## src/rtl/hsv_to_rgb.sv

```systemverilog
// Three-stage HSV-to-RGB converter for the 10-bit skin-detection video path.
// Besides R/G/B it reports the minimum channel and which channel holds it.
module hsv_to_rgb (
    input  logic        clk,
    input  logic        rst,
    input  logic        ce,
    input  logic        in_valid,
    input  logic [10:0] hue,
    input  logic [9:0]  sat,
    input  logic [9:0]  val,
    output logic        out_valid,
    output logic [9:0]  red,
    output logic [9:0]  green,
    output logic [9:0]  blue,
    output logic [9:0]  min_value,
    output logic [1:0]  min_index
);

    logic [10:0] h_clamped;

    logic        s1_valid;
    logic [9:0]  s1_val;
    logic [2:0]  s1_sector;
    logic [7:0]  s1_f;
    logic [19:0] s1_vs;
    logic [8:0]  f_comp;

    logic        s2_valid;
    logic [9:0]  s2_val;
    logic [2:0]  s2_sector;
    logic [9:0]  s2_p;
    logic [27:0] s2_prod_q;
    logic [28:0] s2_prod_t;

    logic [9:0]  q_term;
    logic [9:0]  t_term;
    logic [9:0]  mux_r;
    logic [9:0]  mux_g;
    logic [9:0]  mux_b;
    logic [9:0]  mux_min;
    logic [1:0]  mux_idx;

    assign h_clamped = (hue > 11'd1535) ? 11'd1535 : hue;
    assign f_comp    = 9'd256 - {1'b0, s1_f};

    // Stage 1: split hue into sector/fraction and form val*sat.
    always_ff @(posedge clk) begin
        if (rst) begin
            s1_valid <= 1'b0;
        end else if (ce) begin
            s1_valid  <= in_valid;
            s1_val    <= val;
            s1_sector <= h_clamped[10:8];
            s1_f      <= h_clamped[7:0];
            s1_vs     <= 20'(val) * 20'(sat);
        end
    end

    // Stage 2: p and the two fractional products; sector and val travel along.
    always_ff @(posedge clk) begin
        if (rst) begin
            s2_valid <= 1'b0;
        end else if (ce) begin
            s2_valid  <= s1_valid;
            s2_val    <= s1_val;
            s2_sector <= s1_sector;
            s2_p      <= s1_val - s1_vs[19:10];
            s2_prod_q <= 28'(s1_vs) * 28'(s1_f);
            s2_prod_t <= 29'(s1_vs) * 29'(f_comp);
        end
    end

    assign q_term = s2_val - 10'(s2_prod_q >> 18);
    assign t_term = s2_val - 10'(s2_prod_t >> 18);

    // Sector mux; p is always the minimum, so its slot gives the min index.
    always_comb begin
        mux_r   = s2_val;
        mux_g   = s2_p;
        mux_b   = q_term;
        mux_min = s2_p;
        mux_idx = 2'd1;
        case (s2_sector)
            3'd0: begin mux_r = s2_val; mux_g = t_term; mux_b = s2_p;   mux_idx = 2'd2; end
            3'd1: begin mux_r = q_term; mux_g = s2_val; mux_b = s2_p;   mux_idx = 2'd2; end
            3'd2: begin mux_r = s2_p;   mux_g = s2_val; mux_b = t_term; mux_idx = 2'd0; end
            3'd3: begin mux_r = s2_p;   mux_g = q_term; mux_b = s2_val; mux_idx = 2'd0; end
            3'd4: begin mux_r = t_term; mux_g = s2_p;   mux_b = s2_val; mux_idx = 2'd1; end
            default: begin mux_r = s2_val; mux_g = s2_p; mux_b = q_term; mux_idx = 2'd1; end
        endcase
    end

    // Stage 3: output data only loads for valid pixels so it holds between them.
    always_ff @(posedge clk) begin
        if (rst) begin
            out_valid <= 1'b0;
            red       <= '0;
            green     <= '0;
            blue      <= '0;
            min_value <= '0;
            min_index <= '0;
        end else if (ce) begin
            out_valid <= s2_valid;
            if (s2_valid) begin
                red       <= mux_r;
                green     <= mux_g;
                blue      <= mux_b;
                min_value <= mux_min;
                min_index <= mux_idx;
            end
        end
    end

endmodule

```

## config.mk

```make
export PLATFORM = sky130hd
export DESIGN_NAME = hsv_to_rgb
export DESIGN_NICKNAME = d
export VERILOG_FILES = /design/src/rtl/hsv_to_rgb.sv
export SDC_FILE = /design/constraint.sdc
export NUM_CORES = 1
export LEC_CHECK = 0
export BUFFER_PORTS_ARGS = -buffer_cell sky130_fd_sc_hd__buf_2
export CAP_MARGIN = 20
export CORE_MARGIN = 3
export CORE_UTILIZATION = 50
export DETAILED_ROUTE_END_ITERATION = 7
export PLACE_DENSITY = 0.67
export SETUP_SLACK_MARGIN = 0.2
export SLEW_MARGIN = 20
export SYNTH_ARGS = -nofsm -noshare
export SYNTH_HDL_FRONTEND = slang
export SYNTH_SLANG_ARGS = --single-unit
```

## constraint.sdc

```tcl
create_clock -name clk -period 6.1 [get_ports clk]
set_input_delay 0.305 -clock clk [delete_from_list [all_inputs] [get_ports clk]]
set_output_delay 0.305 -clock clk [all_outputs]
set_load 0.05 [all_outputs]
```

* Word-level counts from Yosys, hierarchy flattened
Cells that the tools add are included.
Word-level totals: register bits 165, bits of input ports 35, output and inout port bits 43, logic and storage cells 41
Operators by class: add/sub/neg operators 4, multiply operators 3, order comparisons 1, eq/ne operators 4, muxes and demuxes 4, bitwise logic cells 1, reduce and logical (&&, ||, !) cells 7
Operators by type and width (number):
- case mux 10 bit (3 select lines) | 3
- subtractor 10 bit | 3
- multiplier 20 x 8 -> 28 bit | 1
- multiplier 20 x 9 -> 28 bit | 1
- multiplier 10 x 10 -> 20 bit | 1
- greater-than comparator 11 bit, second input constant | 1
- subtractor 9 x 8 -> 9 bit, first input constant | 1
- OR reduction 2 bit | 4
- == test 3 x 2 -> 1 bit, second input constant | 2
- case mux 2 bit (2 select lines) | 1
- AND reduction 2 bit | 2
- == test 3 x 1 -> 1 bit, second input constant | 1
- == test 3 bit, second input constant | 1
- logical NOT 3 bit | 1
- NOT 1 bit | 1

* Longest topological paths before layout
Gate-level depths: netlist of the first run.
word-level depth 3, depth in mapped cells 25, depth with buffers taken out 23

* Worst setup path before layout of the first run
OpenSTA, ideal clock, no wires.
path type register to register, start point reg s1_f[1], end point reg s2_prod_t[22] (data pin), setup time 258 ps, arrival time 5264 ps, required time 5842 ps, path slack 578 ps, cell stages (with the launch flop) 24, path buffers 2, period minus slack after synthesis 5522 ps, path through edfxtp_1 > inv_1 > ha_1 > nand2_1 > or3_1 > clkbuf_1 > xor2_1 > clkbuf_1 > and2_1 > fa_1 > fa_1 > fa_1 > inv_1 > fa_1 > inv_1 > ha_1 > a2111oi_0 > o21ai_0 > o22ai_1 > nand2_1 > a41o_1 > o21a_1 > nor2_1 > xnor2_1
Between the ends: longest elaborated chain between the ends 2
Ends and longest elaborated chain:
- start: declaration | RTL line 24 | logic [7:0] s1_f;
- start signal: assignment | RTL line 54 | s1_f <= h_clamped[7:0];
- subtractor 9 x 8 -> 9 bit | RTL line 44 | assign f_comp = 9'd256 - {1'b0, s1_f};
- multiplier 20 x 9 -> 28 bit | RTL line 69 | s2_prod_t <= 29'(s1_vs) * 29'(f_comp);
- end signal: assignment | RTL line 69
- end: declaration | RTL line 33 | logic [28:0] s2_prod_t;
Every way passes these cells. A chain may end at the register's enable or synchronous reset.

* Worst setup path after layout of the first run
start point reg s1_f[1], end point reg s2_prod_t[23] (data pin)
Same word-level chain as after synthesis.

==> results.py, run 1 <==
metrics = {
    "run_status": {
        "status": "complete, no violations",
    },
    "timing": {
        "fin_setup_tns_ns": 0,
        "setup_viol": 0,
        "period_minus_slack_ns": 5.71,
        "rsz0062_at_grt": "no",
        "fin_worst_skew_ns": 0.0206,
        "holdWs_ns": 0.0788,
        "tightest_slew_ns": 1.05,
        "max_slew_margin_pct": 29.9,
        "fin_crit_sh_pct": 93.6,
        "drv_slew": 0,
        "max_clock_freq_mhz": 175,
        "report.final.hold_viol_count": 0,
    },
    "clock_tree": {
        "root_buffer": "clkbuf_16",
        "cts_buffer_depth": 2,
        "clk_latency_ns": 0.44,
        "cts_made_buffers": 17,
        "hold_buffers": 0,
        "htree_levels": 4,
        "tritoncts": "done",
        "cts.reportedPaths.clkPinSlew_ns": 0.07,
        "cts.sinks": 129,
    },
    "min_path": {
        "hold_path.class": "primary input to register",
    },
    "logic_synthesis": {
        "synthXorXnorAreaFrac_pct": 3.21,
        "yosys.area_share.simple_pct": 17.6,
        "yosysSeqAreaShare_pct": 17.9,
        "synth_top_family_by_area": "adder cells",
        "yosysWarnings": 0,
        "ys_top_cells_by_count": "inv_1, nand2_1, fa_1, and2_1, ha_1",
        "synth_nets": 2595,
        "yosys.cell_types.count": 70,
        "synth-async-reset-ratio_pct": 0,
        "synth_area_sq_um": 19100,
        "synth_mux_area_share_pct": 1.44,
        "ys_ff_latch": 129,
        "synth_compound_area_share_pct": 8.42,
        "synth_adder_area_share_pct": 42.3,
        "synth.avg_cell_area_sq_um": 9.13,
        "synth.most_common_cell": "inv_1",
        "yosys-top-cells-area": "fa_1, edfxtp_1, ha_1",
        "synth_top_area_share_pct": 31.1,
        "ys.flop_type": "edfxtp_1",
        "yosysTopAreaCell": "fa_1",
        "synth-edff-count": 84,
        "syn_inst": 2092,
    },
    "global_routing": {
        "grt_overflow": 0,
        "grt_pass1_wl_microns": 76000,
        "track_usage_pct": 22.9,
        "antenna_found_initial": 0,
        "grt_max_degree": 55,
        "grt_pass1_vias": 15100,
    },
    "placed_design": {
        "gp_congestion": 0.866,
        "portBuffers": 77,
        "hpwl_microns": 35300,
    },
    "worst_setup_path": {
        "critPathLaunchType": "register",
        "path_max_fanout": 5,
        "worst-endpoint-required_ns": 6.26,
        "cp-end-kind": "register",
        "r2r_setup_slack_ns": 0.39,
        "arrival_ns": 5.87,
        "setup.worst_path.class": "register to register",
    },
    "drt": {
        "drtIter0Drc": 814,
        "routed_wl_microns": 45400,
        "ant_nets": 0,
        "firstDrtPassIters": 5,
        "vias_per_cell": 5.42,
        "vias": 14300,
        "post-route-drc-count": 0,
        "wl_per_cell_microns": 17.2,
    },
    "finish": {
        "n_antenna_cell": 0,
        "syn_to_final_growth_pct": 8.56,
        "fin_util_pct": 55.9,
        "nFillCells": 3334,
        "fin_nets": 2621,
        "drive_gt1_share_pct": 8.73,
    },
    "die": {
        "initial_core_util_pct": 51.4,
        "coreArea_sq_um": 37100,
        "rows": 70,
        "num_io_pins": 78,
        "die_y_microns": 201,
        "die_w_microns": 201,
        "die_area_sq_um": 40600,
    },
    "flow_run": {
        "maxCapViolCount": 0,
    },
}
-- what timing repair did --
item,in CTS,in global routing
cloned,0,2
endpoints found under the hold margin,0,0
pin swaps,0,10
buffers inserted,0,5
endpoints found under the setup margin,2,7
resized for setup,4,26
-- metrics by stage --
step | area (sq um) | instances | setup WS, ns
2_1_floorplan | 19100 | 2092 | 0.578
3_3_place_gp | 20000 | 2596 | 0.342
3_5_place_dp | 20000 | 2596 | 0.106
4_1_cts | 20600 | 2628 | 0.267
5_1_grt | 20700 | 2635 | 0.202
6_report | 20700 | 2635 | 0.391
-- final timing paths --
path / from / end / depth (start not counted)
setup / recovery: s1_f[1]$_SDFFCE_PN1P_ / s2_prod_t[23]$_DFFE_PP_ / 21
hold / removal: hue[10] / s1_sector[2]$_SDFFCE_PN1P_ / 1
setup reg to reg: s1_f[1]$_SDFFCE_PN1P_ / s2_prod_t[23]$_DFFE_PP_ / 21
hold reg to reg: s1_sector[2]$_SDFFCE_PN1P_ / s2_sector[2]$_DFFE_PP_ / 0
-- kinds of logic (layout without fill, tap and decap cells) --
group,after synthesis,after routing
XOR/XNOR,70,70
buffers and inverters,463,502
AO/OA/AOI/OAI,243,243
multiplexers,26,26
adder cells (fa/ha/maj),468,468
AND/OR/NAND/NOR,693,693
flip-flops,129,129
-- cell usage in the layout, fill, tap and decap left out, types with 6 or more instances in the layout --
cell / n
clkbuf_16: 17
a31oi_1: 6
nand2_1: 306
xnor2_1: 46
nand2b_1: 15
o21a_1: 11
buf_2: 77
mux2i_1: 14
o21ai_0: 40
nor3_1: 27
fa_1: 297
a311oi_1: 6
a21oi_1: 70
o21bai_1: 6
nor4_1: 7
o211ai_1: 13
and2_1: 202
mux2_2: 12
and3_1: 11
o22ai_1: 6
a211oi_1: 16
nand4_1: 6
ha_1: 169
inv_1: 352
edfxtp_1: 84
o21ai_1: 6
nand3_1: 16
dfxtp_1: 45
xor2_1: 22
nor2b_1: 9
buf_4: 34
nor2_1: 69
a21o_1: 22
-- cell type report --
cell class / count / area (sq um) / area share [%]
Multi-Input combinational cell: 1500 / 14100 / 67.7
Sequential cell: 129 / 3420 / 16.5
Inverter: 355 / 1330 / 6.42
Timing Repair Buffer: 115 / 686 / 3.31
Tap cell: 504 / 631 / 3.04
Clock buffer: 17 / 425 / 2.05
Clock inverter: 15 / 193 / 0.929
-- routing by layer --
metal  share of wire, %  up-vias  track usage (%)
met1                 44     7079             31.2
li1                   -     6658                -
met5                  0        -                0
met3                6.5       77             3.79
met4                2.1        0             5.51
met2                 48      474             38.5
-- state kept, by name (all words and copies together), names as in the netlist --
| register | count |
|---|---|
| s2_valid | 1 |
| out_valid | 1 |
| s2_val | 10 |
| s2_prod_t | 10 |
| s1_sector | 3 |
| mux_min | 10 |
| s1_valid | 1 |
| s2_prod_q | 10 |
| min_value | 10 |
| s1_val | 10 |
| s1_f | 8 |
| green | 10 |
| s2_sector | 3 |
| red | 10 |
| blue | 10 |
| min_index | 2 |
| s1_vs | 20 |
-- worst max-delay path, cell delays in order (launching register included) --
cell and delay, ns:
edfxtp_1 0.41, inv_2 0.10, ha_4 0.15, nand2_4 0.05, or3_4 0.44, xor2_4 0.19, buf_6 0.15, and2_1 0.17
fa_1 0.56, fa_1 0.43, fa_1 0.49, inv_1 0.05, fa_1 0.47, inv_1 0.04, ha_1 0.31, and4_1 0.24
and3_1 0.17, a2bb2oi_1 0.12, nand2_1 0.11, a41o_1 0.31, o41ai_2 0.34, xnor2_1 0.12
Power of run 1 is left out: the tool's default activity adds up to more than one toggle a clock period on the data nets, which glitch-free logic cannot reach.
==> run 2: changes to the inputs <==
- CORE_UTILIZATION: 50 -> 55
- PLACE_DENSITY: 0.67 -> 0.72
==> run 2 against run 1 <==
Against the previous run:
- sequential share of layout area hardly changed
- core utilization is 5.3 points higher
- critical path depth stayed put
- clock-buffer cell count stayed put
- clock skew is 0.0059 ns lower
- cell area is 0.18% lower
- via count is 0.29% lower
==> results.py, run 2 (synthesis results as in run 1) <==
metrics = {
    "worst_setup_path": {
        "slowest_stage": "fa_1",
        "crit_start": "s1_f[1]$_SDFFCE_PN1P_",
        "cp_common_cell": "fa_1",
        "setup.worst_path.end": "s2_prod_t[23]$_DFFE_PP_",
        "worst-r2r-cell-count": 21,
        "cp-end-kind": "register",
        "crit_chain": "inv_2 > ha_4 > nand2_1 > or3_4 > xor2_4 > buf_6 > and2_1 > fa_1 > fa_1 > fa_1 > inv_1 > fa_1 > inv_1 > ha_1 > and3_4 > and3_1 > a2bb2oi_1 > nand2_1 > a41o_1 > o41ai_2 > xnor2_1",
        "arrival_ns": 5.90,
        "slowest_delay_ns": 0.56,
        "reg2reg_from": "s1_f[1]$_SDFFCE_PN1P_",
        "setup.worst_path.class": "register to register",
        "worst-endpoint-required_ns": 6.28,
        "critPathLaunchType": "register",
        "r2r_setup_slack_ns": 0.38,
        "worstReg2RegEnd": "s2_prod_t[23]$_DFFE_PP_",
        "path_max_fanout": 5,
    },
    "timing": {
        "report.final.hold_viol_count": 0,
        "max_clock_freq_mhz": 175,
        "fin_crit_sh_pct": 93.8,
        "tightest_slew_ns": 1.11,
        "max_slew_margin_pct": 25.9,
        "fin_worst_skew_ns": 0.0147,
        "period_minus_slack_ns": 5.72,
        "fin_setup_tns_ns": 0,
        "rsz0062_at_grt": "no",
        "setup_viol": 0,
        "drv_slew": 0,
    },
    "global_routing": {
        "grt_pass1_wl_microns": 74400,
        "antenna_found_initial": 0,
        "grt_overflow": 0,
        "track_usage_pct": 25.1,
        "grt_max_degree": 85,
        "grt_pass1_vias": 14900,
    },
    "clock_tree": {
        "tritoncts": "done",
        "clk_latency_ns": 0.44,
        "cts_made_buffers": 17,
        "cts_buffer_depth": 2,
        "hold_buffers": 0,
        "cts.reportedPaths.clkPinSlew_ns": 0.07,
        "htree_levels": 4,
        "cts.sinks": 129,
        "root_buffer": "clkbuf_16",
    },
    "die": {
        "initial_core_util_pct": 56.4,
        "rows": 67,
        "die_y_microns": 192,
        "coreArea_sq_um": 33900,
        "num_io_pins": 78,
        "die_area_sq_um": 37000,
        "die_w_microns": 192,
    },
    "min_path": {
        "hold_path.class": "primary input to register",
    },
    "drt": {
        "routed_wl_microns": 44300,
        "wl_per_cell_microns": 17.1,
        "vias_per_cell": 5.52,
        "firstDrtPassIters": 5,
        "vias": 14200,
        "drtIter0Drc": 881,
        "ant_nets": 0,
        "post-route-drc-count": 0,
    },
    "finish": {
        "fin_util_pct": 61.1,
        "largest_register": "s1_vs",
        "seqCellArea_sq_um": 3420,
        "multi_input_area_sq_um": 14100,
        "final_common_cell": "inv_1",
        "nFillCells": 2861,
        "drive_gt1_share_pct": 8.95,
        "n_antenna_cell": 0,
        "syn_to_final_growth_pct": 8.36,
        "final_cell_mix": "inv_1, nand2_1, fa_1",
        "fin_nets": 2624,
        "largest_reg_flops": 20,
    },
    "placed_design": {
        "portBuffers": 77,
        "hpwl_microns": 34200,
        "gp_congestion": 0.895,
    },
    "flow_run": {
        "maxCapViolCount": 0,
    },
    "run_status": {
        "status": "complete, no violations",
    },
}
==> run 2: cell types whose count changed in the layout (fill, tap and decap cells not counted), sizes merged <==
cell    delta
clkbuf     +1
buf        +2
==> run 2: through the flow <==
| stage | worst slack, ns | hold WS, ns | cell area (sq um) | cells |
|---|---|---|---|---|
| 2_1_floorplan | 0.578 | 0.400 | 19100 | 2092 |
| 3_3_place_gp | 0.340 | 0.402 | 19900 | 2540 |
| 3_5_place_dp | 0.262 | 0.411 | 19900 | 2540 |
| 4_1_cts | 0.293 | 0.0635 | 20500 | 2572 |
| 5_1_grt | 0.158 | 0.0616 | 20700 | 2582 |
| 6_report | 0.376 | 0.0757 | 20700 | 2582 |
==> run 2: final cells by class <==
class | count | area share [%]
timing repair buffer | 118 | 3.44
clock inverter | 15 | 0.931
inverter | 355 | 6.44
sequential | 129 | 16.5
clock buffer | 17 | 2.05
multi-input combinational | 1500 | 67.9
tap | 448 | 2.71
==> run 2: worst min path at each step <==
stage	slack, ns	cells after the start	startpoint	endpoint
global route	0.06	1	hue[10]	s1_sector[2]$_SDFFCE_PN1P_
global placement	0.40	0	s1_sector[2]$_SDFFCE_PN1P_	s2_sector[2]$_DFFE_PP_
CTS	0.06	1	hue[10]	s1_sector[2]$_SDFFCE_PN1P_
floorplan	0.40	0	s1_sector[0]$_SDFFCE_PN1P_	s2_sector[0]$_DFFE_PP_
finish	0.08	1	hue[10]	s1_sector[2]$_SDFFCE_PN1P_
detailed placement	0.41	0	s1_sector[0]$_SDFFCE_PN1P_	s2_sector[0]$_DFFE_PP_
==> run 2: what timing repair did <==
action / 4_1_cts / 5_1_grt
setup endpoints to repair: 1 / 7
gates cloned: 0 / 2
pin swaps: 0 / 10
setup buffers: 0 / 8
gates resized for setup: 1 / 25
==> run 2: critical path: cells and delay by family, from the launching register on <==
family / cells / cell delay [ns]
adder cells (fa/ha/maj): 6 / 2.40
buffers and inverters: 4 / 0.35
AND/OR/NAND/NOR: 6 / 1.20
XOR/XNOR: 2 / 0.31
AO/OA/AOI/OAI: 3 / 0.81
flip-flops: 1 / 0.40
==> run 2: metal layers <==
metal | routed length [microns] | global-route usage, %
met2 | 21500 | 42.1
met1 | 19300 | 34.6
met3 | 2780 | 3.78
met5 | 0 | 0
met4 | 779 | 6.00
Power of run 2 is left out for the same reason.
